### config.mk
export PLATFORM = sky130hd
export DESIGN_NAME = punch_anim_sequencer
export DESIGN_NICKNAME = d
export VERILOG_FILES = /design/src/rtl/punch_anim_sequencer.sv
export SDC_FILE = /design/constraint.sdc
export NUM_CORES = 1
export LEC_CHECK = 0
export ABC_AREA = 1
export CORE_MARGIN = 4
export CORE_UTILIZATION = 41
export DETAILED_ROUTE_END_ITERATION = 6
export MAX_ROUTING_LAYER = met4
export PLACE_DENSITY = 0.87
export SLEW_MARGIN = 25
export SYNTH_ARGS = -nofsm -noshare
export SYNTH_HDL_FRONTEND = slang
export SYNTH_SLANG_ARGS = --single-unit
### constraint.sdc
create_clock -name clk -period 3.2 [get_ports clk]
set_input_delay 0.32 -clock clk [delete_from_list [all_inputs] [get_ports clk]]
set_output_delay 0.32 -clock clk [all_outputs]
set_load 0.03 [all_outputs]
### src/rtl/punch_anim_sequencer.sv
// Punch animation sequencer: steps the fighter sprite through idle/punch frames on
// OLED frame ticks and composites the selected sprite over the background.
`timescale 1ns/1ps
module punch_anim_sequencer #(
  parameter int unsigned HOLD_WINDUP   = 2,
  parameter int unsigned HOLD_EXTEND   = 1,
  parameter int unsigned HOLD_STRIKE   = 3,
  parameter int unsigned HOLD_RETRACT  = 1,
  parameter int unsigned HOLD_COOLDOWN = 2
) (
  input  logic        clk,
  input  logic        rst_n,
  input  logic        frame_tick,
  input  logic        punch_req,
  input  logic [12:0] pixel_index,
  input  logic [15:0] idle_colour,
  input  logic [15:0] p1_colour,
  input  logic [15:0] p2_colour,
  input  logic [15:0] p3_colour,
  input  logic [15:0] bg_colour,
  output logic [15:0] oled_colour,
  output logic [1:0]  frame_sel,
  output logic        busy,
  output logic        hit_active,
  output logic        punch_done
);

  // state      | meaning
  // S_IDLE     | idle stance, waiting for punch_req
  // S_WINDUP   | frame 1, arm drawn back
  // S_EXTEND   | frame 2, arm travelling out
  // S_STRIKE   | frame 3, hit window open
  // S_RETRACT  | frame 2, arm travelling back
  // S_COOLDOWN | idle stance, new punch blocked until exit
  typedef enum logic [2:0] {
    S_IDLE, S_WINDUP, S_EXTEND, S_STRIKE, S_RETRACT, S_COOLDOWN
  } state_t;

  localparam logic [7:0] LAST_WINDUP   = 8'(HOLD_WINDUP - 1);
  localparam logic [7:0] LAST_EXTEND   = 8'(HOLD_EXTEND - 1);
  localparam logic [7:0] LAST_STRIKE   = 8'(HOLD_STRIKE - 1);
  localparam logic [7:0] LAST_RETRACT  = 8'(HOLD_RETRACT - 1);
  localparam logic [7:0] LAST_COOLDOWN = 8'(HOLD_COOLDOWN - 1);

  state_t      state_q, state_d;
  logic [7:0]  tick_q, tick_d;
  logic        pending_q, pending_d;
  logic        done_d;
  logic [7:0]  hold_last;
  logic        last_tick;
  logic [15:0] sel_col;
  logic [15:0] oled_d;

  // Sprite ROMs are addressed outside this block; pixel_index only rides along.
  logic unused_pixel_index;
  assign unused_pixel_index = ^pixel_index;

  always_ff @(posedge clk or negedge rst_n) begin
    if (!rst_n) begin
      state_q     <= S_IDLE;
      tick_q      <= 8'd0;
      pending_q   <= 1'b0;
      punch_done  <= 1'b0;
      oled_colour <= 16'h0000;
    end else begin
      state_q     <= state_d;
      tick_q      <= tick_d;
      pending_q   <= pending_d;
      punch_done  <= done_d;
      oled_colour <= oled_d;
    end
  end

  always_comb begin
    hold_last = 8'd0;
    case (state_q)
      S_WINDUP:   hold_last = LAST_WINDUP;
      S_EXTEND:   hold_last = LAST_EXTEND;
      S_STRIKE:   hold_last = LAST_STRIKE;
      S_RETRACT:  hold_last = LAST_RETRACT;
      S_COOLDOWN: hold_last = LAST_COOLDOWN;
      default:    hold_last = 8'd0;
    endcase
  end

  assign last_tick = frame_tick && (tick_q == hold_last);

  always_comb begin
    state_d   = state_q;
    tick_d    = tick_q;
    pending_d = pending_q;
    done_d    = 1'b0;
    if (state_q == S_IDLE) begin
      // A tick coinciding with the accepted request is not counted.
      if (punch_req) begin
        state_d = S_WINDUP;
        tick_d  = 8'd0;
      end
    end else begin
      if (punch_req) pending_d = 1'b1;
      if (frame_tick) tick_d = tick_q + 8'd1;
      if (last_tick) begin
        tick_d = 8'd0;
        case (state_q)
          S_WINDUP:  state_d = S_EXTEND;
          S_EXTEND:  state_d = S_STRIKE;
          S_STRIKE:  state_d = S_RETRACT;
          S_RETRACT: state_d = S_COOLDOWN;
          S_COOLDOWN: begin
            done_d    = 1'b1;
            pending_d = 1'b0;
            state_d   = (pending_q || punch_req) ? S_WINDUP : S_IDLE;
          end
          default:   state_d = S_IDLE;
        endcase
      end
    end
  end

  always_comb begin
    frame_sel  = 2'd0;
    busy       = (state_q != S_IDLE);
    hit_active = (state_q == S_STRIKE);
    case (state_q)
      S_WINDUP:  frame_sel = 2'd1;
      S_EXTEND:  frame_sel = 2'd2;
      S_STRIKE:  frame_sel = 2'd3;
      S_RETRACT: frame_sel = 2'd2;
      default:   frame_sel = 2'd0;
    endcase
    case (frame_sel)
      2'd1:    sel_col = p1_colour;
      2'd2:    sel_col = p2_colour;
      2'd3:    sel_col = p3_colour;
      default: sel_col = idle_colour;
    endcase
    oled_d = (sel_col == 16'h0000) ? bg_colour : sel_col;
  end

endmodule

* Word level (Yosys, flattened, before mapping)
Index checks and enable logic that the tools add are counted.
Storage, ports and cells: latch bits 0, memories 0, input port bits 97, ROM bits 0, bits in registers 29, bits in writable memories 0
Operators by class: $add $sub $neg 1, $lt $le $gt $ge 0, div/mod/pow operators 0, reduce and logical (&&, ||, !) cells 11, bitwise gates (word level) 0, multiply operators 0, shift operators 0, multiplexer cells 19, equal/unequal tests 10
Operators with widths (number):
- 16-bit one-hot mux with 3 select lines | 1
- 8-bit two-way mux | 4
- 16-bit zero test | 1
- 16-bit two-way mux | 1
- 3-bit one-hot mux with 5 select lines | 1
- 3-bit two-way mux | 3
- 8-bit by 1-bit adder with 8-bit output (second input constant) | 1
- 8-bit equality test | 1
- 1-bit two-way mux | 7
- 3-bit by 2-bit equality test with 1-bit output (second input constant) | 2
- 3-bit equality test (second input constant) | 2
- 2-bit one-hot mux with 3 select lines | 1
- 3-bit nonzero test | 2
- 2-bit equality test (second input constant) | 2
- 2-bit one-hot mux with 2 select lines | 1
- 2-bit AND reduction | 2
- 2-bit OR reduction | 2
- 3-bit by 1-bit equality test with 1-bit output (second input constant) | 1
- 3-bit zero test | 1
- 2-bit by 1-bit equality test with 1-bit output (second input constant) | 1
- 2-bit inequality test (second input constant) | 1
- 2-bit nonzero test | 1
- 1-bit logical AND | 1
- 1-bit logical OR | 1

* Longest topological paths before layout
Gate-level depths: netlist (run 1).
word-level depth 7, depth in mapped cells 14

* Worst setup path before layout (run 1)
OpenSTA, ideal clock, no wires.
path kind register -> register, start register state_q[1], end register oled_colour[6], arrival time 1.692 ns, path slack 1.443 ns, stages on the path, launching flop included 14, cells stage by stage dfrtp_1 -> nor2_2 -> nand2_2 -> nand2_2 -> nor2_4 -> buf_6 -> nand2_2 -> nand3_2 -> nor2_1 -> nand2_1 -> nor2_4 -> buf_8 -> nand3_2 -> nand2_1
Between the ends: longest elaborated chain between the ends 7, elaborated cells between the ends (all ways) 12, those cells by class 7 x eq/ne; 3 x mux; 2 x reduce/logical
RTL lines:
- start: declaration | RTL line 45 | state_t state_q, state_d;
- start signal: assignment | RTL line 66 | state_q <= state_d;
- 3-bit equality test / 3-bit by 2-bit equality test with 1-bit output (equally long branches) | RTL line 124 | case (state_q)
- 2-bit OR reduction (no line)
- 2-bit one-hot mux with 3 select lines (*) | RTL line 124
- 2-bit equality test / 2-bit by 1-bit equality test with 1-bit output (equally long branches) | RTL line 131 | case (frame_sel)
- 16-bit one-hot mux with 3 select lines (*) | RTL line 131
- 16-bit zero test | RTL line 137 | oled_d = (sel_col == 16'h0000) ? bg_colour : sel_col;
- 16-bit two-way mux (*) | RTL line 137
- via oled_d[6] | RTL line 52 | logic [15:0] oled_d;
- end signal: assignment | RTL line 70 | oled_colour <= oled_d;
- end: declaration | RTL line 21 | output logic [15:0] oled_colour,
The timed path passes the listed nets; every way through them passes the cells marked *. A chain may end at the register's enable or synchronous reset.

* Worst setup path after layout (run 1)
start register state_q[2], end output port hit_active
Between the ends: longest elaborated chain between the ends 1
RTL lines:
- 3-bit by 2-bit equality test with 1-bit output | RTL line 123 | hit_active = (state_q == S_STRIKE);
- end: declaration | RTL line 24 | output logic hit_active,
No other way between the ends.

==> results.sh, run 1 <==
export IMPL_status="completed"
export IMPL_critPathMaxStageDelay_ns=0.70
export IMPL_nNetsFinal=476
export IMPL_slew_headroom=0.604
export IMPL_finalSetupViolations=0
export IMPL_clock_sinks=29
export IMPL_antenna_cells=0
export IMPL_cts_hold_buffers_added=0
export IMPL_crit_fanout=10
export IMPL_drive_gt1_frac=0.108
export IMPL_hp_class="in -> async"
export IMPL_grt_ovfl_total=0
export IMPL_worstMarginPinSlew_ns=0.587
export IMPL_arrival_ns=2.16
export IMPL_cts_resized_gates=0
export IMPL_ys_seq_area_frac=0.373
export IMPL_track_usage=0.208
export IMPL_die_w_um=76.9
export IMPL_wl_met2_mm=3.13
export IMPL_tritoncts="yes"
export IMPL_yosys_warnings=0
export IMPL_h_tree_depth=2
export IMPL_core_area_um2=4470
export IMPL_vdd_drop_max_uv=651
export IMPL_wl_met3_um=357
export IMPL_rsz0062_at_grt="false"
export IMPL_finalClockSkew_ns=0.00662
export IMPL_ant_nets=0
export IMPL_die_y_um=76.9
export IMPL_wl_per_cell_um=14.4
export IMPL_rows=24
export IMPL_end_kind="output pin"
export IMPL_place_gp_congestion=0.830
export IMPL_synth_top_area_cell="dfrtp_1"
export IMPL_p_leak_nw=1.44
export IMPL_synth_top_cell_area_share=0.373
export IMPL_cts_buffer_depth=2
export IMPL_ys_seq_elements=29
export IMPL_initialDrtViolationCount=107
export IMPL_cts_made_buffers=5
export IMPL_grt_start_max_net_pins=30
export IMPL_post_route_period_util=0.775
export IMPL_placedInstanceArea_um2=3010
export IMPL_synth_ff_type="dfrtp_1"
export IMPL_synth_area_leaders="dfrtp_1 (37%), nand2_1 (13%), inv_1 (8.5%)"
export IMPL_critPathKind="reg -> out"
export IMPL_startpoint="state_q[2]$_DFFE_PN0P_"
export IMPL_antenna_found_initial=0
export IMPL_synthCells=271
export IMPL_synth_edf_count=0
export IMPL_netlist_cell_type_count=25
export IMPL_drv_slew=0
export IMPL_start_util=0.435
export IMPL_final_area_um2=3100
export IMPL_vias=2099
export IMPL_start_kind="flip-flop"
export IMPL_routed_top_layer="met4"
export IMPL_maxCapViolCount=0
export IMPL_clkTransAtPathRegs_ns=0.06
export IMPL_syn2layout_area_growth_pct=59.0
export IMPL_cp_required_ns=2.88
export IMPL_setup_tns_ns=0
export IMPL_wl_met1_mm=2.57
export IMPL_powerDensity_nw_per_um2=887
export IMPL_crit_slowest_cell="clkdlybuf4s50_1"
export IMPL_crit_path_cell_trace="inv_2 -> nand3_2 -> buf_4 -> inv_1 -> clkdlybuf4s50_1"
export IMPL_synthesis_nets=369
export IMPL_min_period_ns=2.48
export IMPL_synth_async_reset_ratio=1.00
export IMPL_io_pins=118
export IMPL_netlist_area_um2=1950
export IMPL_insertion_delay_ns=0.28
export IMPL_dpl_hpwl_mm=4.78
export IMPL_reg2reg_from="state_q[2]$_DFFE_PN0P_"
export IMPL_viasPerCell=4.88
export IMPL_cts_setup_buffers=0
export IMPL_grt_pass1_vias=2015
export IMPL_max_freq_mhz=403
export IMPL_finalHoldViolations=0
export IMPL_avgSynthCellArea_um2=7.19
export IMPL_wirelength_mm=6.18
export IMPL_clock_root_buffer="clkbuf_8"
export IMPL_drc=0
export IMPL_crit_buf_inv=4
export IMPL_portBuffers=104
export IMPL_path_delay_family="buffers and inverters"
export IMPL_grt_pass1_wl_mm=9.57
export IMPL_die_area_um2=5920
export IMPL_drtPass1Iterations=4
-- cells in the mapped netlist (3+ instances only) --
| cell | number |
|---|---|
| nand2_1 | 69 |
| inv_1 | 44 |
| dfrtp_1 | 29 |
| nor2_1 | 27 |
| nand3_1 | 23 |
| nand3_2 | 13 |
| a21oi_1 | 11 |
| nand2_2 | 10 |
| o21ai_0 | 9 |
| xor2_1 | 5 |
| o22ai_1 | 4 |
| a21oi_2 | 3 |
| buf_6 | 3 |
| nand4_1 | 3 |
| nor2_4 | 3 |
-- state kept, by name (all words and copies together) (netlist names) --
name	cells
oled_colour	16
pending_q	1
punch_done	1
state_q	3
tick_q	8
-- where the power goes --
group | total, W | internal (W) | switching, W
Sequential | 0.000613 | 0.000528 | 0.0000846
Clock | 0.000305 | 0.000170 | 0.000135
Combinational | 0.00183 | 0.000673 | 0.00116
-- cell type report --
cell class / instances / area, um^2
sequential: 29 / 726
timing repair buffer: 106 / 1060
clock buffer: 7 / 86.3
fill: 349 / 1380
tap: 52 / 65.1
multi-input combinational: 191 / 995
inverter: 45 / 169
-- cells in the final DEF, fill, tap and decap left out, types with 2 or more instances in the layout --
| cell type | instances |
|---|---|
| xor2_1 | 5 |
| nand2_1 | 69 |
| nand3_2 | 13 |
| dfrtp_1 | 29 |
| nor3_1 | 2 |
| inv_1 | 44 |
| nand2_2 | 10 |
| clkdlybuf4s50_1 | 104 |
| or2_2 | 2 |
| nor2_4 | 3 |
| nor4_1 | 2 |
| a21oi_2 | 3 |
| buf_4 | 2 |
| nand3_1 | 23 |
| a21oi_1 | 11 |
| o21ai_0 | 9 |
| nor2_1 | 27 |
| xnor2_1 | 2 |
| nand4_1 | 3 |
| clkbuf_8 | 6 |
| o22ai_1 | 4 |
-- per-layer routing --
layer / vias to the layer above / track usage
met1: 957 / 0.235
met5: - / -
li1: 1066 / -
met2: 67 / 0.359
met4: 0 / 0.0725
met3: 9 / 0.0504
-- worst paths after layout --
path                       cells after the start                  endpoint  slack (ns)
min reg2reg                                    2     tick_q[1]$_DFFE_PN0P_        0.57
max reg2reg                                   13  oled_colour[1]$_DFF_PN0_        0.89
max                                            5                hit_active        0.72
max in group asynchronous                      2     tick_q[1]$_DFFE_PN0P_        2.49
min in group clk                               2     tick_q[1]$_DFFE_PN0P_        0.57
min                                            2     tick_q[3]$_DFFE_PN0P_        0.42
-- logic make-up after synthesis --
| group | Yosys count | share of synthesized area |
|---|---|---|
| simple gates | 155 | 0.391 |
| buf+inv | 51 | 0.117 |
| flops | 29 | 0.373 |
| compound gates | 28 | 0.0816 |
| xor+xnor | 7 | 0.0315 |
| fa+ha+maj | 1 | 0.00642 |
-- per-stage QoR --
stage	worst slack (ns)	hold slack (ns)	util	instances	power, W
final	0.719	0.421	0.692	430	0.00275
after floorplan	1.44	0.0244	-	271	0.00185
after global placement	0.941	0.544	0.673	423	0.00240
after detailed placement	0.894	0.559	0.673	423	0.00244
after global routing	0.613	0.468	0.692	430	0.00295
after CTS	0.700	0.436	0.692	430	0.00275
-- worst register-to-register path: stages (launching register included) --
cell     delay [ns]
dfrtp_1        0.43
inv_2          0.09
nand3_2        0.21
buf_4          0.24
inv_1          0.11
nand2_1        0.09
nand2_1        0.05
nor2_1         0.08
nand2_1        0.07
nor2_1         0.10
nand2_1        0.09
nor2_4         0.43
nand3_1        0.17
nand2_1        0.10
(Power assumes the default switching activity.)
==> inputs of run 2 (changes only) <==
Settings changed: CORE_UTILIZATION 41 to 34, PLACE_DENSITY 0.87 to 0.77.
Clock period 3.2 ns to 2.18 ns, I/O delays scaled along.
==> run 2 against run 1 <==
  * Die area grew 18%
  * Core utilization shrank 9.8 points
  * Sequential share of layout area shrank 1.4 points
  * Hold slack lost 0.10 ns
  * Cell area grew 6.3%
  * Critical endpoint unchanged
  * Largest power group unchanged
  * Highest routed layer unchanged
==> results.sh, run 2 (synthesized netlist as in run 1, its figures left out) <==
export IMPL_drc=0
export IMPL_core_area_um2=5540
export IMPL_crit_buf_inv=3
export IMPL_post_route_period_util=0.944
export IMPL_wl_met3_um=343
export IMPL_largest_reg_flops=16
export IMPL_track_usage=0.179
export IMPL_drv_slew=0
export IMPL_ant_nets=0
export IMPL_max_freq_mhz=486
export IMPL_path_delay_family="buffers and inverters"
export IMPL_rsz0062_at_grt="false"
export IMPL_regMostFlops="oled_colour"
export IMPL_h_tree_depth=2
export IMPL_critPathMaxStageDelay_ns=0.70
export IMPL_arrival_ns=1.84
export IMPL_top_regs="oled_colour x16, tick_q x8, state_q x3"
export IMPL_grt_pass1_wl_mm=9.65
export IMPL_setup_tns_ns=0
export IMPL_syn2layout_area_growth_pct=69.0
export IMPL_status="completed"
export IMPL_start_kind="flip-flop"
export IMPL_portBuffers=104
export IMPL_pre_cts_ws_ns=0.0119
export IMPL_cts_hold_buffers_added=0
export IMPL_drive_gt1_frac=0.144
export IMPL_place_gp_congestion=0.838
export IMPL_hp_class="in -> async"
export IMPL_cts_made_buffers=5
export IMPL_grt_pass1_vias=2025
export IMPL_tritoncts="yes"
export IMPL_io_pins=118
export IMPL_clock_root_buffer="clkbuf_8"
export IMPL_finalSetupViolations=0
export IMPL_critPathKind="reg -> out"
export IMPL_worstMarginPinSlew_ns=0.379
export IMPL_clkTransAtPathRegs_ns=0.06
export IMPL_slew_headroom=0.747
export IMPL_drtPass1Iterations=6
export IMPL_die_area_um2=7000
export IMPL_cts_buffer_depth=2
export IMPL_wl_per_cell_um=13.5
export IMPL_antenna_cells=0
export IMPL_finalHoldViolations=0
export IMPL_cp_required_ns=1.96
export IMPL_clock_sinks=29
export IMPL_worst_path_stages=4
export IMPL_p_leak_nw=1.53
export IMPL_wirelength_mm=6.24
export IMPL_wl_met1_mm=2.60
export IMPL_grt_start_max_net_pins=30
export IMPL_end_kind="output pin"
export IMPL_fillers=500
export IMPL_power_total_w=0.00432
export IMPL_finalClockSkew_ns=0.00596
export IMPL_die_y_um=83.7
export IMPL_maxCapViolCount=0
export IMPL_final_common_cell="clkdlybuf4s50_1"
export IMPL_final_setup_worst_slack_ns=0.122
export IMPL_placedInstanceArea_um2=3070
export IMPL_start_util=0.352
export IMPL_initialDrtViolationCount=161
export IMPL_powerDensity_nw_per_um2=1310
export IMPL_vias=2138
export IMPL_crit_fanout=5
export IMPL_min_period_ns=2.06
export IMPL_final_area_um2=3290
export IMPL_dpl_hpwl_mm=4.84
export IMPL_routed_top_layer="met4"
export IMPL_rows=27
export IMPL_wl_met2_mm=3.06
export IMPL_antenna_found_initial=0
export IMPL_viasPerCell=4.63
export IMPL_die_w_um=83.7
export IMPL_vdd_drop_max_uv=768
export IMPL_mostFrequentLayoutCells="clkdlybuf4s50_1 (103), nand2_1 (69), inv_1 (43)"
export IMPL_crit_slowest_cell="clkdlybuf4s50_1"
export IMPL_crit_path_cell_trace="inv_2 -> nand3_2 -> inv_1 -> clkdlybuf4s50_1"
export IMPL_r2r_cells=14
export IMPL_grt_ovfl_total=0
export IMPL_nNetsFinal=488
export IMPL_insertion_delay_ns=0.28
run 2: metal layers:
layer / vias up / GRT usage
met5: - / -
met4: 0 / 0.0819
met3: 18 / 0.0464
met2: 66 / 0.299
met1: 968 / 0.201
li1: 1086 / -
run 2: path summary, 6_finish.rpt:
| path | start | to | slack, ns |
|---|---|---|---|
| worst max-delay path | state_q[2]$_DFFE_PN0P_ | hit_active | 0.12 |
| worst min-delay path | rst_n | oled_colour[6]$_DFF_PN0_ | 0.32 |
| worst max register to register | state_q[0]$_DFFE_PN0P_ | oled_colour[15]$_DFF_PN0_ | 0.20 |
| worst min register to register | tick_q[0]$_DFFE_PN0P_ | tick_q[0]$_DFFE_PN0P_ | 0.58 |
| max in group asynchronous | rst_n | state_q[1]$_DFFE_PN0P_ | 1.56 |
| min in group clk | bg_colour[0] | oled_colour[0]$_DFF_PN0_ | 0.49 |
run 2: area by class of cell:
cell class,count,area [um^2],area share
multi-input cells,191,1000,0.305
flip-flops and latches,29,727,0.221
inverters,45,173,0.0525
repair buffers,118,1210,0.368
clock buffers,7,86.3,0.0262
well taps,72,90.1,0.0274
run 2: through the flow:
stage	util	std cells	hold WS, ns
final	0.594	462	0.320
after global routing	0.594	462	0.367
after CTS	0.582	459	0.334
after detailed placement	0.553	447	0.574
after global placement	0.553	447	0.540
after floorplan	-	271	-0.0776
run 2: what timing repair did:
action                                  CTS  global route
endpoints found under the setup margin    4            17
setup buffers                             5             3
pin swaps                                 2             1
resized for setup                         0             5
run 2: where the power goes:
group          leakage [nW]  internal (W)  switching [W]
logic                  1.12       0.00122        0.00175
clock network        0.0443      0.000250       0.000191
registers             0.359      0.000777       0.000126
total                  1.53       0.00225        0.00207
==> inputs of run 3 (changes only) <==
Settings changed: GPL_ROUTABILITY_DRIVEN from default to 0.
==> results of run 3 <==
No change in the layout: final DEF, timing and power equal those of run 2.
